**src/rtl/fdtd_mem_stream_rd.sv**
```systemverilog
// Read-stream sequencer: walks a word-address range through the single-word read port and
// buffers returned words in a show-ahead FIFO. Optional stride input under FDTD_RD_STRIDE_EN.
module fdtd_mem_stream_rd #(
  parameter int unsigned ADDR_WIDTH = 30,
  parameter int unsigned DATA_WIDTH = 32,
  parameter int unsigned LEN_WIDTH  = 16,
  parameter int unsigned FIFO_DEPTH = 4
) (
  input  logic                  ACLK,
  input  logic                  ARESETn,
  input  logic                  start_i,
  input  logic [ADDR_WIDTH-1:0] base_word_addr_i,
  input  logic [LEN_WIDTH-1:0]  len_i,
`ifdef FDTD_RD_STRIDE_EN
  input  logic [ADDR_WIDTH-1:0] stride_i,
`endif
  output logic                  busy_o,
  output logic                  done_o,
  output logic                  rd_req_o,
  output logic [ADDR_WIDTH-1:0] rd_word_addr_o,
  input  logic [DATA_WIDTH-1:0] rd_data_i,
  input  logic                  rd_gnt_i,
  output logic [DATA_WIDTH-1:0] data_o,
  output logic                  valid_o,
  input  logic                  ready_i
);

  localparam int unsigned PtrW = (FIFO_DEPTH > 1) ? $clog2(FIFO_DEPTH) : 1;
  localparam int unsigned CntW = PtrW + 1;
  localparam logic [CntW-1:0] DepthCnt = CntW'(FIFO_DEPTH);

  typedef enum logic [1:0] {StIdle, StReq, StDrain} state_e;

  state_e                  state_q, state_d;
  logic [ADDR_WIDTH-1:0]   addr_q, addr_d;
  logic [LEN_WIDTH-1:0]    rem_q, rem_d;
  logic                    req_q, req_d;
  logic                    done_q, done_d;
  logic [ADDR_WIDTH-1:0]   stride_w;

  logic [DATA_WIDTH-1:0]   mem_q [FIFO_DEPTH];
  logic [PtrW-1:0]         wptr_q, rptr_q;
  logic [CntW-1:0]         cnt_q, cnt_d;
  logic                    gnt, push, pop;

`ifdef FDTD_RD_STRIDE_EN
  logic [ADDR_WIDTH-1:0]   stride_q;

  always_ff @(posedge ACLK or negedge ARESETn) begin
    if (!ARESETn) begin
      stride_q <= '0;
    end else if (state_q == StIdle && start_i && len_i != '0) begin
      stride_q <= stride_i;
    end
  end

  assign stride_w = stride_q;
`else
  assign stride_w = ADDR_WIDTH'(1);
`endif

  // Grants are only honoured while a read is actually outstanding.
  assign gnt     = rd_gnt_i & req_q;
  assign valid_o = (cnt_q != '0);
  assign pop     = valid_o & ready_i;
  assign push    = gnt & ((cnt_q != DepthCnt) | pop);

  always_comb begin
    cnt_d = cnt_q;
    unique case ({push, pop})
      2'b10:   cnt_d = cnt_q + CntW'(1);
      2'b01:   cnt_d = cnt_q - CntW'(1);
      default: cnt_d = cnt_q;
    endcase
  end

  always_ff @(posedge ACLK or negedge ARESETn) begin
    if (!ARESETn) begin
      wptr_q <= '0;
      rptr_q <= '0;
      cnt_q  <= '0;
    end else begin
      if (push) wptr_q <= wptr_q + PtrW'(1);
      if (pop)  rptr_q <= rptr_q + PtrW'(1);
      cnt_q <= cnt_d;
    end
  end

  always_ff @(posedge ACLK) begin
    if (push) mem_q[wptr_q] <= rd_data_i;
  end

  always_comb begin
    state_d = state_q;
    addr_d  = addr_q;
    rem_d   = rem_q;
    req_d   = req_q;
    done_d  = 1'b0;
    unique case (state_q)
      StIdle: begin
        if (start_i) begin
          if (len_i != '0) begin
            addr_d  = base_word_addr_i;
            rem_d   = len_i;
            req_d   = 1'b1;
            state_d = StReq;
          end else begin
            done_d = 1'b1;
          end
        end
      end
      StReq: begin
        if (gnt) begin
          addr_d = addr_q + stride_w;
          rem_d  = rem_q - LEN_WIDTH'(1);
          // Next request needs room for the word it will bring back.
          req_d  = (rem_q != LEN_WIDTH'(1)) & (cnt_d < DepthCnt);
          if (rem_q == LEN_WIDTH'(1)) state_d = StDrain;
        end else if (!req_q && cnt_q < DepthCnt) begin
          req_d = 1'b1;
        end
      end
      StDrain: begin
        if (cnt_q == '0) begin
          done_d  = 1'b1;
          state_d = StIdle;
        end
      end
      default: state_d = StIdle;
    endcase
  end

  always_ff @(posedge ACLK or negedge ARESETn) begin
    if (!ARESETn) begin
      state_q <= StIdle;
      addr_q  <= '0;
      rem_q   <= '0;
      req_q   <= 1'b0;
      done_q  <= 1'b0;
    end else begin
      state_q <= state_d;
      addr_q  <= addr_d;
      rem_q   <= rem_d;
      req_q   <= req_d;
      done_q  <= done_d;
    end
  end

  // The read port registers its request; masking with the grant avoids a spurious re-read.
  assign rd_req_o       = req_q & ~rd_gnt_i;
  assign rd_word_addr_o = addr_q;
  assign busy_o         = (state_q != StIdle);
  assign done_o         = done_q;
  assign data_o         = valid_o ? mem_q[rptr_q] : '0;

endmodule

```
**config.mk**
```make
export PLATFORM = sky130hd
export DESIGN_NAME = fdtd_mem_stream_rd
export DESIGN_NICKNAME = d
export VERILOG_FILES = /design/src/rtl/fdtd_mem_stream_rd.sv
export SDC_FILE = /design/constraint.sdc
export NUM_CORES = 1
export LEC_CHECK = 0
export BUFFER_PORTS_ARGS = -buffer_cell sky130_fd_sc_hd__buf_2
export CAP_MARGIN = 10
export CORE_UTILIZATION = 40
export CTS_BUF_LIST = sky130_fd_sc_hd__clkbuf_4 sky130_fd_sc_hd__clkbuf_8
export CTS_CLUSTER_DIAMETER = 40
export DETAILED_ROUTE_END_ITERATION = 8
export PLACE_DENSITY = 0.62
export SLEW_MARGIN = 20
export SYNTH_ARGS = -nofsm -noshare
export SYNTH_HDL_FRONTEND = slang
export SYNTH_SLANG_ARGS = --single-unit
```
**constraint.sdc**
```tcl
create_clock -name ACLK -period 3.5 [get_ports ACLK]
set_input_delay 0.875 -clock ACLK [delete_from_list [all_inputs] [get_ports ACLK]]
set_output_delay 0.875 -clock ACLK [all_outputs]
set_load 0.1 [all_outputs]
```
# Word level (Yosys, flattened, before mapping)
# Memories as Yosys holds them, arrays and structs flattened.
# Index checks and enable logic that the tools add are counted.
dict set report totals {
  regBits 57
  ram_bits 128
  input_bits 83
  elab_cells 75
  memories 1
}
dict set report classes {
  add_sub_neg 6
  n_lt_le_gt_ge 2
  n_eq_ne 13
  muxes 27
  bitwise_logic 7
  reduce_logical 11
}
# memory words word_bits read_ports rd_clocked_by_memory_dff write_ports line
set memory_table {}
lappend memory_table {mem_q 4 32 1 0 1 41} ;# logic [DATA_WIDTH-1:0] mem_q [FIFO_DEPTH];
# cell count
set op_table {}
lappend op_table {{30-bit two-way mux} 3}
lappend op_table {{30-bit one-hot mux with 2 select lines} 1}
lappend op_table {{16-bit two-way mux} 3}
lappend op_table {{32-bit two-way mux} 1}
lappend op_table {{16-bit one-hot mux with 2 select lines} 1}
lappend op_table {{30-bit by 1-bit adder with 30-bit output (second input constant)} 1}
lappend op_table {{16-bit by 1-bit == test with 1-bit output (second input constant)} 1}
lappend op_table {{16-bit by 1-bit != test with 1-bit output (second input constant)} 1}
lappend op_table {{16-bit nonzero test} 1}
lappend op_table {{16-bit by 1-bit subtractor with 16-bit output (second input constant)} 1}
lappend op_table {{2-bit two-way mux} 5}
lappend op_table {{2-bit != test (second input constant)} 5}
lappend op_table {{1-bit two-way mux} 9}
lappend op_table {{4-bit AND reduction} 2}
lappend op_table {{3-bit less-than comparator (second input constant)} 2}
lappend op_table {{3-bit != test (second input constant)} 2}
lappend op_table {{2-bit one-hot mux with 3 select lines} 1}
lappend op_table {{3-bit one-hot mux with 2 select lines} 1}
lappend op_table {{1-bit bitwise AND} 5}
lappend op_table {{5-bit AND reduction} 1}
lappend op_table {{2-bit by 1-bit adder with 2-bit output (second input constant)} 2}
lappend op_table {{2-bit by 1-bit == test with 1-bit output (second input constant)} 2}
lappend op_table {{2-bit == test (second input constant)} 2}
lappend op_table {{1-bit one-hot mux with 2 select lines} 2}
lappend op_table {{10 further kinds} 11}

# Logic depth before layout (Yosys ltp)
# Gate-level depths: netlist of the first run.
dict set report logic_depth {
  depth_word 10
  ltp_mapped 12
}

# Least setup slack after synthesis of the first run
# Ideal clock, no wire load.
dict set report synth_timing {
  path_kind {flip-flop to output port}
  start {register cnt_q[1]}
  end {output data_o[23]}
  arrival_time_ns 2.736
  slack_ns -0.111
  path_stages_with_launch 7
  cell_sequence {dfrtp_1 > or2_2 > clkbuf_1 > nor2_1 > inv_1 > clkbuf_1 > and2_1}
}
dict set report synth_via {
  elab_chain_len 2
}
# element line
set synth_lines {}
lappend synth_lines {{start: declaration} 43} ;# logic [CntW-1:0] cnt_q, cnt_d;
lappend synth_lines {{start signal: assignment} 85} ;# cnt_q <= cnt_d;
lappend synth_lines {{3-bit nonzero test} 64} ;# assign valid_o = (cnt_q != '0);
lappend synth_lines {{named net valid_o} 24} ;# output logic valid_o,
lappend synth_lines {{32-bit two-way mux} 154} ;# assign data_o = valid_o ? mem_q[rptr_q] : '0;
lappend synth_lines {{end: declaration} 23} ;# output logic [DATA_WIDTH-1:0] data_o,
# The timed path passes the listed nets, and every way through them passes these cells.

# Worst setup path in the final report of the first run
dict set report layout_timing {
  start {register cnt_q[1]}
  end {output data_o[16]}
}
dict set report layout_via {
  elab_chain_len 2
}
# element line
set layout_lines {}
lappend layout_lines {{3-bit nonzero test} 64}
lappend layout_lines {{32-bit two-way mux} 154}
# No other way between the ends.

==> impl_metrics.py, run 1 <==
metrics = {
    "synth": {
        "yosys_warnings": 0,
        "synth_area_leaders": "edfxtp_1 (45%), dfrtp_1 (17%), mux4_2 (8.4%)",
        "async_reset_ff_frac": 0.3081,
        "syn-cell-area_um2": 8531,
        "synth_nets": 740,
        "yosys.cell_types.count": 58,
        "yosys.area.top_type_share": 0.4506,
        "synth-seq-cells": 185,
        "ys_seq_area_frac": 0.6178,
        "syn_area_per_cell_um2": 13.14,
        "synth_edf_count": 128,
        "synth.largest_area_cell": "edfxtp_1",
        "synth_flop_cell": "edfxtp_1",
        "syn_inst": 649,
    },
    "floorplanning": {
        "fp.dieW_um": 148.0,
        "initial_utilization": 0.4071,
        "ios": 149,
        "core_um2": 20960,
        "die_area_um2": 21910,
        "die_y_um": 148.0,
        "num_rows": 53,
    },
    "finish": {
        "final_common_cell": "buf_2",
        "final_core_util": 0.4837,
        "fin_nets": 887,
        "drive_above_1_share": 0.3152,
        "area_growth_pct": 18.82,
        "layout_common_cells": "buf_2 (148), edfxtp_1 (128), dfrtp_1 (56)",
        "antennaDiodeCount": 0,
        "stdcell_count": 1084,
        "fin_area_um2": 10140,
    },
    "clock_network": {
        "clk_pin_slew_ns": 0.13,
        "clock-sinks": 185,
        "cts-root-buf": "clkbuf_8",
        "cts_hold_buf": 0,
        "cts_tree": "done",
        "h-tree-depth": 4,
        "cts_max_path_buffers": 2,
        "insertion_delay_ns": 0.49,
        "cts-buffers-inserted": 17,
    },
    "timing": {
        "setup_violations": 0,
        "slew_headroom": 0.3736,
        "skew_ns": 0.01834,
        "tightest_slew_ns": 0.9395,
        "finalSetupTns_ns": 0,
        "rsz0062_at_grt": "false",
        "final_hold_viol_count": 0,
        "period_share": 0.9433,
        "fmax_mhz": 302.9,
        "min_period_ns": 3.302,
        "slew_viol_final": 0,
    },
    "outcome": {
        "status": "finished clean",
    },
    "global_route": {
        "antenna_found_initial": 4,
        "grt_use_met1": 0.2412,
        "use_met2": 0.2993,
        "busiest_layer": "met2",
        "grt_pass1_wl_um": 30690,
        "first_global_vias": 5835,
        "grt_max_degree": 51,
        "grt_usage": 0.1830,
        "overflow": 0,
        "met3_usage": 0.04691,
    },
    "routing": {
        "drt_first_pass_iters": 7,
        "post-route-drc-count": 0,
        "drt_iter0_drc": 279,
        "viasPerCell": 5.405,
        "vias": 5859,
        "routed_wl_um": 19110,
        "wire_per_inst_um": 17.63,
        "ant_nets": 0,
    },
    "place": {
        "place_area_um2": 9613,
        "globalplace.congestion": 0.8100,
        "dp_hpwl_um": 12370,
        "dp.cells": 1047,
        "port_buffers": 148,
    },
    "setup_path": {
        "cp_max_fo": 18,
        "worstSetupPathType": "reg -> out",
        "worst_ep_arrival_time_ns": 2.43,
        "cp-start-kind": "flip-flop",
        "cp-end-kind": "primary output",
        "cp.required_ns": 2.62,
    },
    "min_path": {
        "min_path_type": "in -> async",
    },
    "run": {
        "cap_viol_max_count": 0,
    },
}
## critical path: stages, from the launching register on
cell        delay, ns
dfrtp_1          0.42
or2_2            0.36
nor2_2           0.35
clkinvlp_4       0.14
buf_4            0.22
and2_1           0.17
buf_2            0.29
## cells in the mapped netlist, types with 4 or more instances
library cell  instances
nand3_1              27
nand4_1              11
buf_2                13
o2bb2ai_1             6
o21ai_0              39
a22oi_1               6
edfxtp_1            128
a21oi_1              55
or3_1                 4
nor3_1               16
or2_2                 4
and2_1               39
inv_1                14
mux4_2               32
nor2_1               26
xnor2_1               5
a2bb2oi_1            13
o22ai_1              15
nor4_1                8
a31oi_1               6
ha_1                  7
and3_1                5
nand2_1              38
clkbuf_1             23
dfrtp_1              57
## metal layers
layer  vias up  wire length [um]
met5         -                27
met4         4               195
met3        19              1093
met2       174              9252
met1      2857              8538
li1       2805                 -
## registers in the layout (all words and copies together) (netlist names)
register,count
cnt_q,3
mem_q,128
wptr_q,2
state_q,2
rptr_q,2
done_o,1
rem_q,16
rd_word_addr_o,30
req_q,1
## final timing paths
path | startpoint | to | slack, ns | cells past startpoint
max | cnt_q[1]$_DFFE_PN0N_ | data_o[16] | 0.20 | 6
min | ARESETn | rd_word_addr_o[12]$_DFFE_PN0P_ | 0.43 | 1
max reg2reg | cnt_q[1]$_DFFE_PN0N_ | cnt_q[1]$_DFFE_PN0N_ | 0.78 | 10
min reg2reg | rem_q[7]$_DFFE_PN0P_ | rem_q[7]$_DFFE_PN0P_ | 0.52 | 1
max in group asynchronous | ARESETn | rptr_q[0]$_DFFE_PN0P_ | 2.42 | 2
min in group ACLK | rem_q[7]$_DFFE_PN0P_ | rem_q[7]$_DFFE_PN0P_ | 0.52 | 1
## per-stage QoR
stage	hold slack [ns]	setup WS, ns
5_1_grt	0.4530	0.04000
4_1_cts	0.4214	0.1226
6_report	0.4322	0.1984
2_1_floorplan	0.4576	0.3824
3_3_place_gp	0.4748	0.5758
3_5_place_dp	0.4803	0.5873
## area by class of cell
type | count | area, um2
clock buffers | 17 | 234.0
repair inverters | 1 | 7.507
repair buffers | 168 | 928.4
fillers | 1930 | 10820
inverters | 14 | 56.30
well taps | 275 | 344.1
flip-flops and latches | 185 | 5271
multi-input cells | 409 | 3049
clock inverters | 15 | 245.2
## logic make-up (layout without fill, tap and decap cells)
group           after synthesis  after routing  share of synthesized area
fa+ha+maj                     8              8                    0.01261
compound gates              163            163                     0.1188
xor+xnor                      5              5                   0.005133
buf+inv                      55            215                    0.02713
simple gates                200            200                     0.1329
flops                       185            185                     0.6178
mux                          33             33                    0.08566
## repair_timing
action / 4_1_cts / 5_1_grt
endpoints found under the setup margin: 1 / 0
gates resized for setup: 3 / 0
buffers inserted: 4 / 0
Power of run 1 is not shown: default switching activity piles up to over one toggle a cycle in this logic, so the estimate is an artifact.
==> run 2: changes to the inputs <==
CORE_MARGIN = 5   (was default)
==> impl_metrics.py, run 2 (synthesis gave the netlist of run 1 again) <==
metrics = {
    "outcome": {
        "status": "finished clean",
    },
    "finish": {
        "final_common_cell": "buf_2",
        "regMostFlops": "mem_q",
        "drive_above_1_share": 0.3118,
        "area_growth_pct": 17.53,
        "layout_common_cells": "buf_2 (148), edfxtp_1 (128), dfrtp_1 (56)",
        "filler_cell_count": 1874,
        "antennaDiodeCount": 0,
        "fin_nets": 883,
        "largest_register_ffs": 128,
    },
    "timing": {
        "slew_headroom": 0.3242,
        "skew_ns": 0.02215,
        "worst_slack_ns": 0.2483,
        "slew_viol_final": 0,
        "final_hold_viol_count": 0,
        "fmax_mhz": 307.5,
        "min_period_ns": 3.252,
        "whs_ns": 0.4114,
        "tightest_slew_ns": 1.014,
        "rsz0062_at_grt": "false",
        "setup_violations": 0,
        "finalSetupTns_ns": 0,
        "period_share": 0.9291,
    },
    "setup_path": {
        "worstSetupPathType": "reg -> out",
        "crit_path_max_incr_delay_ns": 0.42,
        "cp-start-kind": "flip-flop",
        "cp.required_ns": 2.62,
        "cp-end-kind": "primary output",
        "cp_max_fo": 18,
        "cp_top_family": "simple AND/OR/NAND/NOR gates",
        "worst_ep_arrival_time_ns": 2.38,
        "worstPathCellList": "or2_2 > nor2_2 > clkinvlp_4 > buf_4 > and2_1 > buf_2",
        "critPathSlowestCell": "dfrtp_1",
        "cp.buffers_inverters": 3,
    },
    "floorplanning": {
        "initial_utilization": 0.4058,
        "ios": 149,
        "die_area_um2": 24350,
        "fp.dieW_um": 156.0,
        "core_um2": 21020,
        "die_y_um": 156.0,
        "num_rows": 53,
    },
    "min_path": {
        "min_path_type": "in -> async",
    },
    "routing": {
        "wire_per_inst_um": 18.22,
        "ant_nets": 0,
        "vias": 5909,
        "drt_first_pass_iters": 4,
        "drt_iter0_drc": 348,
        "viasPerCell": 5.471,
        "routed_wl_um": 19670,
        "post-route-drc-count": 0,
    },
    "global_route": {
        "overflow": 0,
        "met3_usage": 0.04216,
        "grt_pass1_wl_um": 30960,
        "busiest_layer": "met2",
        "first_global_vias": 5843,
        "grt_use_met1": 0.2208,
        "grt_max_degree": 53,
        "antenna_found_initial": 2,
        "use_met2": 0.2535,
        "grt_usage": 0.1602,
    },
    "clock_network": {
        "cts_tree": "done",
        "clock-sinks": 185,
        "clk_pin_slew_ns": 0.11,
        "cts_max_path_buffers": 2,
        "h-tree-depth": 4,
        "cts-root-buf": "clkbuf_8",
        "cts-buffers-inserted": 17,
        "insertion_delay_ns": 0.47,
    },
    "place": {
        "port_buffers": 148,
        "globalplace.congestion": 0.7605,
        "dp_slack_ns": 0.5391,
        "dp_hpwl_um": 12670,
    },
    "run": {
        "cap_viol_max_count": 0,
    },
}
## run 2: cell count changes in the layout (fill, tap and decap cells not counted), moves of 2 or more
cell      change
buf_4         -2
buf_12        -2
inv_16        -3
inv_8         +2
inv_6         +2
clkinv_8      +2
inv_12        -5
## run 2: final cells by class
type,instances,area (um2),area share
Sequential cell,185,5271,0.5258
Multi-Input combinational cell,409,3049,0.3041
Timing Repair Buffer,164,873.3,0.08711
Tap cell,275,344.1,0.03432
Clock buffer,17,234.0,0.02334
Clock inverter,15,190.2,0.01897
Inverter,14,56.30,0.005616
Timing Repair inverter,1,7.507,0.0007488
## run 2: final timing paths
check,slack (ns),cells past startpoint,from,end
worst min register to register,0.51,1,rem_q[7]$_DFFE_PN0P_,rem_q[7]$_DFFE_PN0P_
worst max-delay path,0.25,6,cnt_q[1]$_DFFE_PN0N_,data_o[5]
worst max register to register,0.90,9,cnt_q[1]$_DFFE_PN0N_,cnt_q[1]$_DFFE_PN0N_
min in group ACLK,0.51,1,rem_q[7]$_DFFE_PN0P_,rem_q[7]$_DFFE_PN0P_
max in group asynchronous,2.38,2,ARESETn,rem_q[8]$_DFFE_PN0P_
worst min-delay path,0.41,1,ARESETn,rd_word_addr_o[16]$_DFFE_PN0P_
## run 2: timing repair
action,in CTS,in global routing
resized for setup,0,3
endpoints found under the setup margin,0,32
setup buffers,0,2
hold buffers,0,0
## run 2: through the flow
step,cells,util,instance area [um2]
after detailed placement,1045,0.4554,9573
after CTS,1077,0.4756,9997
after floorplan,649,-,8532
after global placement,1045,0.4554,9573
after global routing,1080,0.4769,10030
final,1080,0.4769,10030
## run 2: routing by layer
metal / wire [um] / up-vias
li1: - / 2814
met1: 8872 / 2897
met2: 9317 / 171
met3: 1207 / 23
met4: 248 / 4
met5: 26 / -
Power of run 2 is left out for the same reason.
